## src/rtl/vm2413_pkg.sv

```systemverilog
// ============================================================================
// vm2413_pkg : shared channel/sample types for the vm2413 operator datapath
// Rev 1.0
// ============================================================================
`default_nettype none

package vm2413_pkg;

    localparam int NUM_CH = 9;

    typedef logic [3:0]        CH_TYPE;
    typedef logic signed [9:0] SIGNED_LI_TYPE;

endpackage

`default_nettype wire

```

## src/rtl/fbgen_history.sv

```systemverilog
// ============================================================================
// fbgen_history : per-channel modulator history with post-reset clear sequencer
// Rev 1.0
// ============================================================================
`default_nettype none

module fbgen_history
    import vm2413_pkg::*;
(
    input  logic          clk,
    input  logic          reset,
    input  CH_TYPE        rd_addr,
    output SIGNED_LI_TYPE rd_data,
    input  logic          wr_en,
    input  CH_TYPE        wr_addr,
    input  SIGNED_LI_TYPE wr_data,
    output logic          busy
);

    localparam CH_TYPE C_NUM_CH  = CH_TYPE'(NUM_CH);
    localparam CH_TYPE C_LAST_CH = CH_TYPE'(NUM_CH - 1);

    SIGNED_LI_TYPE r_mem [NUM_CH];
    CH_TYPE        r_clr_addr;
    logic          r_busy;

    // The array itself is never reset; the sequencer zeroes it one entry per cycle.
    always_ff @(posedge clk) begin
        if (reset) begin
            r_busy     <= 1'b1;
            r_clr_addr <= '0;
        end else if (r_busy) begin
            r_mem[r_clr_addr] <= '0;
            if (r_clr_addr == C_LAST_CH) begin
                r_busy <= 1'b0;
            end else begin
                r_clr_addr <= r_clr_addr + CH_TYPE'(1);
            end
        end else if (wr_en && (wr_addr < C_NUM_CH)) begin
            r_mem[wr_addr] <= wr_data;
        end
    end

    // Read-before-write: a same-edge write is not visible here, the caller bypasses.
    always_ff @(posedge clk) begin
        rd_data <= (rd_addr < C_NUM_CH) ? r_mem[rd_addr] : '0;
    end

    assign busy = r_busy;

endmodule

`default_nettype wire

```

## src/rtl/feedback_generator.sv

```systemverilog
// ============================================================================
// feedback_generator : averages each modulator sample with the channel's previous
// one for the feedback store and passes carrier samples through. Rev 1.0
// Build option: FBGEN_ROUNDING_EN selects round-half-up instead of floor.
// ============================================================================
`default_nettype none

module feedback_generator
    import vm2413_pkg::*;
(
    input  logic          clk,
    input  logic          reset,
    input  logic          op_valid,
    input  CH_TYPE        op_ch,
    input  logic          op_mod,
    input  SIGNED_LI_TYPE op_data,
    output logic          fb_wr,
    output CH_TYPE        fb_waddr,
    output SIGNED_LI_TYPE fb_wdata,
    output logic          car_valid,
    output CH_TYPE        car_ch,
    output SIGNED_LI_TYPE car_data,
    output logic          busy
);

    localparam CH_TYPE C_NUM_CH = CH_TYPE'(NUM_CH);

    logic          w_hist_busy;
    SIGNED_LI_TYPE w_prev_rd;
    SIGNED_LI_TYPE w_prev;
    logic          w_accept;
    logic          w_fb_wr;
    logic          w_car;
    logic signed [10:0] w_sum;
    logic signed [10:0] w_sum_adj;
    SIGNED_LI_TYPE w_avg;

    logic          r_s1_valid;
    logic          r_s1_mod;
    CH_TYPE        r_s1_ch;
    SIGNED_LI_TYPE r_s1_data;

    logic          r_s2_mod_valid;
    CH_TYPE        r_s2_ch;
    SIGNED_LI_TYPE r_s2_data;

    fbgen_history u_history (
        .clk     (clk),
        .reset   (reset),
        .rd_addr (op_ch),
        .rd_data (w_prev_rd),
        .wr_en   (w_fb_wr),
        .wr_addr (r_s1_ch),
        .wr_data (r_s1_data),
        .busy    (w_hist_busy)
    );

    assign w_accept = op_valid && !w_hist_busy && (op_ch < C_NUM_CH);
    assign w_fb_wr  = r_s1_valid && r_s1_mod;
    assign w_car    = r_s1_valid && !r_s1_mod;

    // The history write of the sample one stage ahead lands on the same edge as
    // this sample's read, so take that value directly.
    assign w_prev = (r_s2_mod_valid && (r_s2_ch == r_s1_ch)) ? r_s2_data : w_prev_rd;

    assign w_sum = $signed({r_s1_data[9], r_s1_data}) + $signed({w_prev[9], w_prev});

`ifdef FBGEN_ROUNDING_EN
    assign w_sum_adj = w_sum + 11'sd1;
`else
    assign w_sum_adj = w_sum;
`endif

    assign w_avg = SIGNED_LI_TYPE'(w_sum_adj >>> 1);

    always_ff @(posedge clk) begin
        if (reset) begin
            r_s1_valid     <= 1'b0;
            r_s1_mod       <= 1'b0;
            r_s1_ch        <= '0;
            r_s1_data      <= '0;
            r_s2_mod_valid <= 1'b0;
            r_s2_ch        <= '0;
            r_s2_data      <= '0;
            fb_wr          <= 1'b0;
            fb_waddr       <= '0;
            fb_wdata       <= '0;
            car_valid      <= 1'b0;
            car_ch         <= '0;
            car_data       <= '0;
        end else begin
            r_s1_valid     <= w_accept;
            r_s1_mod       <= op_mod;
            r_s1_ch        <= op_ch;
            r_s1_data      <= op_data;
            r_s2_mod_valid <= w_fb_wr;
            r_s2_ch        <= r_s1_ch;
            r_s2_data      <= r_s1_data;
            fb_wr          <= w_fb_wr;
            car_valid      <= w_car;
            if (w_fb_wr) begin
                fb_waddr <= r_s1_ch;
                fb_wdata <= w_avg;
            end
            if (w_car) begin
                car_ch   <= r_s1_ch;
                car_data <= r_s1_data;
            end
        end
    end

    assign busy = w_hist_busy;

endmodule

`default_nettype wire

```

## config.mk

```make
export PLATFORM = sky130hd
export DESIGN_NAME = feedback_generator
export DESIGN_NICKNAME = d
export VERILOG_FILES = /design/src/rtl/vm2413_pkg.sv /design/src/rtl/fbgen_history.sv /design/src/rtl/feedback_generator.sv
export SDC_FILE = /design/constraint.sdc
export NUM_CORES = 1
export LEC_CHECK = 0
export ABC_AREA = 1
export CORE_UTILIZATION = 45
export CTS_BUF_LIST = sky130_fd_sc_hd__clkbuf_16
export DETAILED_ROUTE_END_ITERATION = 7
export PLACE_DENSITY_LB_ADDON = 0.12
export SLEW_MARGIN = 20
export SYNTH_ARGS = -nofsm -noshare
export SYNTH_HDL_FRONTEND = slang
export SYNTH_SLANG_ARGS = --single-unit
```

## constraint.sdc

```tcl
create_clock -name clk -period 3.1 [get_ports clk]
set_input_delay 0.465 -clock clk [delete_from_list [all_inputs] [get_ports clk]]
set_output_delay 0.465 -clock clk [all_outputs]
set_load 0.005 [all_outputs]
```

; Word-level counts from Yosys, hierarchy flattened
; Memory sizes are Yosys's and may differ from the RTL's. A register that Yosys moved wholly into a read port is not among the register bits.
; Cells that the tools add are included.
[word_totals]
ff_bits = 65
ram_bits = 90
inputBits = 18
out_inout_bits = 31
n_memories = 1
[memory_table]
columns = memory, depth, word_bits, read_ports, rd_clocked_by_memory_dff, write_ports, line_no
row1 = u_history.r_mem, 9, 10, 1, 1, 1, fbgen_history.sv:23  ; SIGNED_LI_TYPE r_mem [NUM_CH];
[op_classes]
n_addsub = 2
magnitude_cmp = 2
n_eq_ne = 2
mux = 13
n_bitwise = 1
reduce_logical = 11
[op_table]
columns = operator, n
row1 = 10-bit 2-to-1 mux, 2
row2 = 10-bit by 10-bit adder with 11-bit output, 1
row3 = 1-bit 2-to-1 mux, 10
row4 = 10-bit OR reduction, 1
row5 = "4-bit less-than comparator, second input constant", 2
row6 = 1-bit logical AND, 6
row7 = "4-bit by 1-bit adder with 4-bit output, second input constant", 1
row8 = 4-bit == test, 1
row9 = "4-bit == test, second input constant", 1
row10 = 4-bit 2-to-1 mux, 1
row11 = 1-bit zero test, 3
row12 = 2-bit AND reduction, 1
row13 = 1-bit NOT, 1

; Longest topological paths before layout
; Gate-level depths: netlist of run 1.
[logic_depth]
word_depth = 8
ltp_mapped = 17
depth_no_buf = 17

; Cells and area by module
; A second synthesis of run 1 with hierarchy kept.
[unflattened]
cells_unflattened = 691
area_unflattened_um2 = 6916.6
[modules_own_cells]
columns = mod, instances, cells_each, area_each_um2, seq_area_each_um2
row1 = fbgen_history, 1, 385, 4390.5, 3002.9
row2 = feedback_generator, 1, 306, 2526.2, 1201.2

; Worst setup path after synthesis of run 1
; Ideal clock, no wire load.
[synth_timing]
kind = reg-to-reg
start = register r_s1_ch[0]
end = register fb_wdata[7]
setup_time_ps = 115
t_arrival_ps = 2315
path_slack_ps = 669
path_stages_with_launch = 14
period_less_slack_ps = 2431
path_cell_list = dfxtp_1 -> inv_2 -> nor2_2 -> nor2_4 -> nand3_4 -> mux2_2 -> fa_1 -> nand3_1 -> nand2_1 -> a31oi_1 -> o21ai_0 -> xor2_1 -> o21ai_0 -> inv_1
[synth_via]
elab_chain_cells = 4
[synth_lines]
columns = element, line_no
row1 = from (decl), feedback_generator.sv:40  ; CH_TYPE r_s1_ch;
row2 = from (signal assigned), feedback_generator.sv:94  ; r_s1_ch <= op_ch;
row3 = 4-bit == test, feedback_generator.sv:64  ; assign w_prev = (r_s2_mod_valid && (r_s2_ch == r_s1_ch)) ? r_s2_data : w_prev_rd;
row4 = 1-bit logical AND, feedback_generator.sv:64
row5 = 10-bit 2-to-1 mux, feedback_generator.sv:64
row6 = 10-bit by 10-bit adder with 11-bit output, feedback_generator.sv:66  ; assign w_sum = $signed({r_s1_data[9], r_s1_data}) + $signed({w_prev[9], w_prev});
row7 = to (signal assigned), feedback_generator.sv:103  ; fb_wdata <= w_avg;
row8 = to (decl), feedback_generator.sv:19  ; output SIGNED_LI_TYPE fb_wdata,
; Every way passes these cells.
; A chain may end at the register's enable or synchronous reset.

; Worst setup path after layout of run 1
; Same ends and word-level chain as after synthesis.

==> results of run 1 <==
==> Yosys cell counts, drive strengths merged (9+ instances only) <==
| library cell | instances |
|---|---|
| a21oi | 35 |
| clkbuf | 25 |
| dfxtp | 75 |
| edfxtp | 90 |
| ha | 11 |
| inv | 66 |
| mux2 | 9 |
| nand2 | 60 |
| nand3 | 20 |
| nor2 | 114 |
| o21ai | 82 |
| o22ai | 15 |
==> cells by family after synthesis <==
logic type	after synthesis	synth area share, %
compound gates	150	12.8
xor+xnor	4	0.536
fa+ha+maj	12	2.41
buf+inv	93	5.36
flops	165	64.3
mux	9	1.55
simple gates	202	13.1
==> layout make-up <==
class	count	area, um^2	area share, %
flip-flops and latches	165	4200	52.9
clock inverters	15	214	2.69
inverters	66	248	3.12
multi-input cells	377	1980	24.9
repair buffers	70	646	8.13
clock buffers	17	425	5.36
well taps	180	225	2.84
==> worst max-delay path, stage by stage (launching register included) <==
cell     delay [ns]
dfxtp_1        0.38
inv_2          0.09
nand2_2        0.07
nand2_2        0.07
nor2_4         0.11
nand3_4        0.16
mux2_2         0.34
fa_1           0.43
nand3_1        0.08
nand2_1        0.08
a31oi_1        0.26
o21ai_0        0.19
xor2_1         0.17
o21ai_0        0.17
inv_1          0.05
==> power groups by stage <==
stage	clock network, W	logic (W)	registers [W]
final	0.00225	0.000330	0.00237
after global routing	0.00239	0.000371	0.00238
after CTS	0.00229	0.000333	0.00237
after detailed placement	0	0.000330	0.00242
after global placement	0	0.000324	0.00242
after floorplan	0	0.000220	0.00241
==> through the flow <==
| stage | cells | area [um^2] | hold WS [ns] | utilization [%] | total power, W |
|---|---|---|---|---|---|
| after global routing | 890 | 7940 | 0.499 | 56.6 | 0.00514 |
| after global placement | 858 | 7300 | 0.458 | 52.0 | 0.00274 |
| after CTS | 890 | 7940 | 0.474 | 56.6 | 0.00500 |
| final | 890 | 7940 | 0.469 | 56.6 | 0.00496 |
| after detailed placement | 858 | 7300 | 0.465 | 52.0 | 0.00275 |
| after floorplan | 635 | 6540 | 0.441 | - | 0.00263 |
==> registers in the layout, indices dropped and copies added (netlist names), 10 cells and up <==
name,flops
r_s2_data,10
fb_wdata,10
u_history.r_mem,90
u_history.rd_data,10
car_data,10
r_s1_data,10
==> routing by layer <==
layer  global-route usage [%]  part of all wire (%)  vias up
met3                     4.18                   4.6       11
met5                        0                     0        -
met1                     29.2                    46     2248
met4                     8.08                  0.82        0
met2                     34.6                    49      103
li1                         -                     -     2293
==> worst max path at each step <==
stage | endpoint | slack, ns | cells past startpoint
2_1_floorplan | fb_wdata[7] | 0.67 | 13
3_3_place_gp | fb_wdata[7] | 0.46 | 14
3_5_place_dp | fb_wdata[7] | 0.40 | 14
5_1_grt | fb_wdata[7] | 0.12 | 14
6_report | fb_wdata[7] | 0.35 | 14
4_1_cts | fb_wdata[7] | 0.37 | 14
==> cells in the final DEF, fill, tap and decap left out, types with 3 or more instances in the layout <==
| master | instances |
|---|---|
| xor2_1 | 3 |
| edfxtp_1 | 90 |
| nor2_2 | 3 |
| nor3_1 | 5 |
| nand3_1 | 18 |
| o22ai_1 | 15 |
| o211ai_1 | 5 |
| inv_2 | 7 |
| a21oi_1 | 33 |
| ha_1 | 11 |
| a31oi_1 | 3 |
| o21ai_0 | 78 |
| o21bai_1 | 3 |
| clkinv_4 | 4 |
| nor2_1 | 109 |
| nand2_1 | 54 |
| o221ai_1 | 3 |
| bufinv_16 | 5 |
| clkdlybuf4s50_1 | 48 |
| nand2_2 | 6 |
| inv_1 | 61 |
| mux2_2 | 9 |
| clkbuf_16 | 17 |
| a41oi_1 | 3 |
| buf_4 | 22 |
| dfxtp_1 | 75 |
==> metrics.md, run 1 <==
| Metric | Value |
|---|---|
| H-tree levels | 4 |
| Part of the Yosys area used for sequential elements | 64.3% |
| Synth Warn # | 0 |
| DR WL/cell | 16.8 um |
| Headroom to the max-slew limit | 49.5% |
| Largest net degree at the start of global routing | 41 |
| Initial antenna violation count | 0 |
| Worst R2R End | fb_wdata[7] |
| Netlist cell types | 35 |
| Post_cts resized | 0 |
| Final WS setup | 0.345 ns |
| DR pass1 iterations | 5 |
| Setup CP Type | reg2reg |
| Switching share of power | 21.5% |
| DRT antenna net count | 0 |
| Req. time, crit path | 3.41 ns |
| CTS buffer count | 17 |
| Syn Std Cell Area | 6540 um^2 |
| Hold EP | car_valid |
| CTS tree | yes |
| # Post-CTS Setup Buffers | 0 |
| Die area | 15000 um^2 |
| Register-to-register setup slack | 0.35 ns |
| Proportion of layout cells with a drive suffix above 1 | 11.8% |
| RSZ-0062 raised after global routing | no |
| Power density over cell area | 624 nW/um^2 |
| Worst Skew | 0.00797 ns |
| Die Y | 123 um |
| CP Max Fanout | 10 |
| Core Box Area | 14000 um^2 |
| Reg2reg path depth | 14 |
| Num ports | 49 |
| DIE WIDTH | 123 um |
| Filler cells | 1230 |
| Worst Hold Class | reg2reg |
| RD Place Congestion | 0.883 |
| Leak | 3.17 nW |
| Synthesized flop and latch total | 165 |
| Tcrit/Tclk final | 88.9% |
| Nets | 727 |
| Peak supply drop | 0.482 mV |
| Hold violation count in the final report | 0 |
| Post-synth ARST share | 0% |
| Max Slew Vio Count | 0 |
| Gr ovfl total | 0 |
| Worst Hold Launch | r_s1_mod |
| CP Capture Type | flop |
| R2R Path Start | r_s1_ch[0] |
| Status | finished clean |
| Mean Syn Cell Area | 10.3 um^2 |
| # rows | 43 |
| Root buf cell | clkbuf_16 |
| Reg clk slew, reported paths | 0.06 ns |
| Drt first-iter violations | 409 |
| Tmin final | 2.75 ns |
| Combinational share of power | 6.7% |
| Mapped Nets | 665 |
| Vias | 4655 |
| Worst-Margin Slew | 0.757 ns |
| Clk_lat worst skew | 0.42 ns |
| Startpoint Class | flop |
| Top FF cell, synth | edfxtp_1 |
| Drc violations | 0 |
| CP startpoint | r_s1_ch[0] |
| Syn Inst Count | 635 |
| N_diodes | 0 |
| MaxCap Viol Count | 0 |
| I/O Buffers | 48 |
| Clock sink total | 165 |
| F_max | 363 MHz |
| Share of the synthesized area in the top cell type | 41.4% |
| Largest cells by area after synthesis | edfxtp_1, dfxtp_1, nor2_1 |
| Hold_buf cts | 0 |
| Total global-route track usage | 21.6% |
| Final setup TNS | 0 ns |
| WL final | 15000 um |
| Area leader, netlist | edfxtp_1 |
| Internal | 0.00389 W |
| Pre-CTS WS | 0.395 ns |
| Post-synth EDFFs | 90 |
| Initial Utilization | 46.5% |
| Final HPWL DP | 10100 um |
| Maximum buffer depth of the clock tree | 2 |
| Final setup viols | 0 |
| Worst endpoint data arrival time | 3.06 ns |
| Global-route wire length before repair | 23900 um |
| Share of power burned in registers | 47.8% |
| Via/cell ratio | 5.23 |
| Sw Pwr | 0.00106 W |
| Clock network fraction of total power | 45.5% |
| Hold depth | 1 |
| Vias in the first global route | 4533 |
| Area growth, synth to finish | 21.5% |
Note: power is estimated with default switching activity, not from simulation.
==> run 2: changes to the inputs <==
Settings changed: CORE_UTILIZATION 45 to 58.
==> run 2 against run 1 <==
- setup slack got worse by 0.070 ns
- non-clock buffer count stayed put
- clock power down 8%
- sequential power hardly changed
- sequential cell count unchanged
- count of clock-buffer cells in the layout increased by 2
- critical endpoint is now fb_wdata[9]
==> metrics.md, run 2 (synthesized netlist as in run 1, its figures left out) <==
| Metric | Value |
|---|---|
| Status | finished clean |
| Setup CP Type | reg2reg |
| Hold violation count in the final report | 0 |
| Core Box Area | 10900 um^2 |
| Area growth, synth to finish | 19.8% |
| Worst Hold Class | reg2reg |
| DRT antenna net count | 0 |
| Root buf cell | clkbuf_16 |
| RD Place Congestion | 0.898 |
| CP Capture Type | flop |
| Slowest stage delay, CP | 0.43 ns |
| # Post-CTS Setup Buffers | 0 |
| Nets | 727 |
| RSZ-0062 raised after global routing | no |
| Power density over cell area | 609 nW/um^2 |
| N_diodes | 0 |
| DR WL/cell | 17.4 um |
| Switching share of power | 23.2% |
| CTS tree | yes |
| Gr ovfl total | 0 |
| Fin util | 71.9% |
| Min Hold Slack | 0.480 ns |
| Post_cts resized | 0 |
| Proportion of layout cells with a drive suffix above 1 | 11.5% |
| Hold_buf cts | 0 |
| Layout Cells excl Fill | 850 |
| Via/cell ratio | 5.60 |
| CTS buffer count | 17 |
| Global-route wire length before repair | 23700 um |
| Sw Pwr | 0.00111 W |
| Die Y | 108 um |
| Dpl cells | 818 |
| Clock sink total | 165 |
| Die area | 11700 um^2 |
| Peak supply drop | 0.476 mV |
| F_max | 354 MHz |
| Total global-route track usage | 27.6% |
| Maximum buffer depth of the clock tree | 2 |
| Combinational share of power | 7.1% |
| CP most frequent cell | nand2_1 |
| Final setup viols | 0 |
| Drt first-iter violations | 426 |
| Max Slew Vio Count | 0 |
| Worst-Margin Slew | 0.783 ns |
| Final setup TNS | 0 ns |
| DP Area | 7250 um^2 |
| Initial antenna violation count | 0 |
| Most frequent cells in the layout | nor2_1, edfxtp_1, o21ai_0 |
| Clock network fraction of total power | 43.2% |
| Vias | 4761 |
| Drc violations | 0 |
| CP Max Fanout | 10 |
| WL final | 14800 um |
| Reg clk slew, reported paths | 0.06 ns |
| Req. time, crit path | 3.46 ns |
| Num ports | 49 |
| Worst path cell trace | inv_2 -> nand2_1 -> nand2_1 -> inv_1 -> nand3_4 -> mux2_2 -> fa_1 -> nand3_1 -> nand2_1 -> a31oi_1 -> o21ai_0 -> nand2_1 -> nand3_1 -> nand2_1 -> nand2_1 -> a21oi_1 |
| Clk_lat worst skew | 0.43 ns |
| Design area | 7830 um^2 |
| Initial Utilization | 60.0% |
| Headroom to the max-slew limit | 47.7% |
| Final HPWL DP | 9790 um |
| I/O Buffers | 48 |
| Largest net degree at the start of global routing | 41 |
| DIE WIDTH | 108 um |
| Tcrit/Tclk final | 91.1% |
| Worst path slowest cell | fa_1 |
| Vias in the first global route | 4821 |
| Worst Skew | 0.00546 ns |
| Worst endpoint data arrival time | 3.19 ns |
| MaxCap Viol Count | 0 |
| # rows | 38 |
| H-tree levels | 4 |
| Reg with most FFs | u_history.r_mem |
| Commonest non-fill, non-tap cell in the layout | nor2_1 |
| Startpoint Class | flop |
| Largest register FFs | 90 |
| Share of power burned in registers | 49.7% |
| Internal | 0.00366 W |
| Tmin final | 2.83 ns |
| Leak | 3.15 nW |
| DR pass1 iterations | 6 |
[run 2: per-layer routing]
metal	track usage (%)	vias to the layer above	wire length [um]
li1	-	2287	-
met1	34.9	2300	6550
met2	44.8	151	7130
met3	7.23	23	784
met4	12.2	0	292
met5	0	-	0
[run 2: cell type report]
class                           instances  area [um^2]
Sequential cell                       165         4200
Fill cell                             784         3060
Multi-Input combinational cell        377         1980
Timing Repair Buffer                   70          646
Clock buffer                           19          475
Inverter                               66          248
Tap cell                              140          175
Clock inverter                         13          103
[run 2: worst paths after layout]
| path | from | slack, ns | to | cells after the start |
|---|---|---|---|---|
| min | fb_wdata[9] | 0.48 | fb_wdata[9] | 2 |
| max reg2reg | r_s1_ch[1] | 0.27 | fb_wdata[9] | 16 |
| min reg2reg | fb_wdata[9] | 0.48 | fb_wdata[9] | 2 |
| max | r_s1_ch[1] | 0.27 | fb_wdata[9] | 16 |
[run 2: worst max-delay path: cells and delay by family, from the launching register on]
kind,cells,cell delay [ns]
adder cells (fa/ha/maj),1,0.43
flip-flops,1,0.41
buffers and inverters,2,0.20
AO/OA/AOI/OAI,3,0.57
multiplexers,1,0.35
AND/OR/NAND/NOR,9,0.79
[run 2: through the flow]
stage | setup slack (ns) | power (W)
2_1_floorplan | 0.669 | 0.00263
3_3_place_gp | 0.482 | 0.00274
3_5_place_dp | 0.376 | 0.00274
4_1_cts | 0.272 | 0.00477
5_1_grt | 0.0253 | 0.00490
6_report | 0.275 | 0.00477
[run 2: power by group through the flow]
stage	logic, W	registers (W)	clock network (W)
after floorplan	0.000220	0.00241	0
after global placement	0.000320	0.00242	0
after detailed placement	0.000327	0.00242	0
after CTS	0.000336	0.00237	0.00206
after global routing	0.000376	0.00238	0.00214
final	0.000338	0.00237	0.00206
==> run 3: changes to the inputs <==
Settings changed: TNS_END_PERCENT from default to 1.
==> results of run 3 <==
The final DEF is identical to that of run 2; final timing and power are the same.
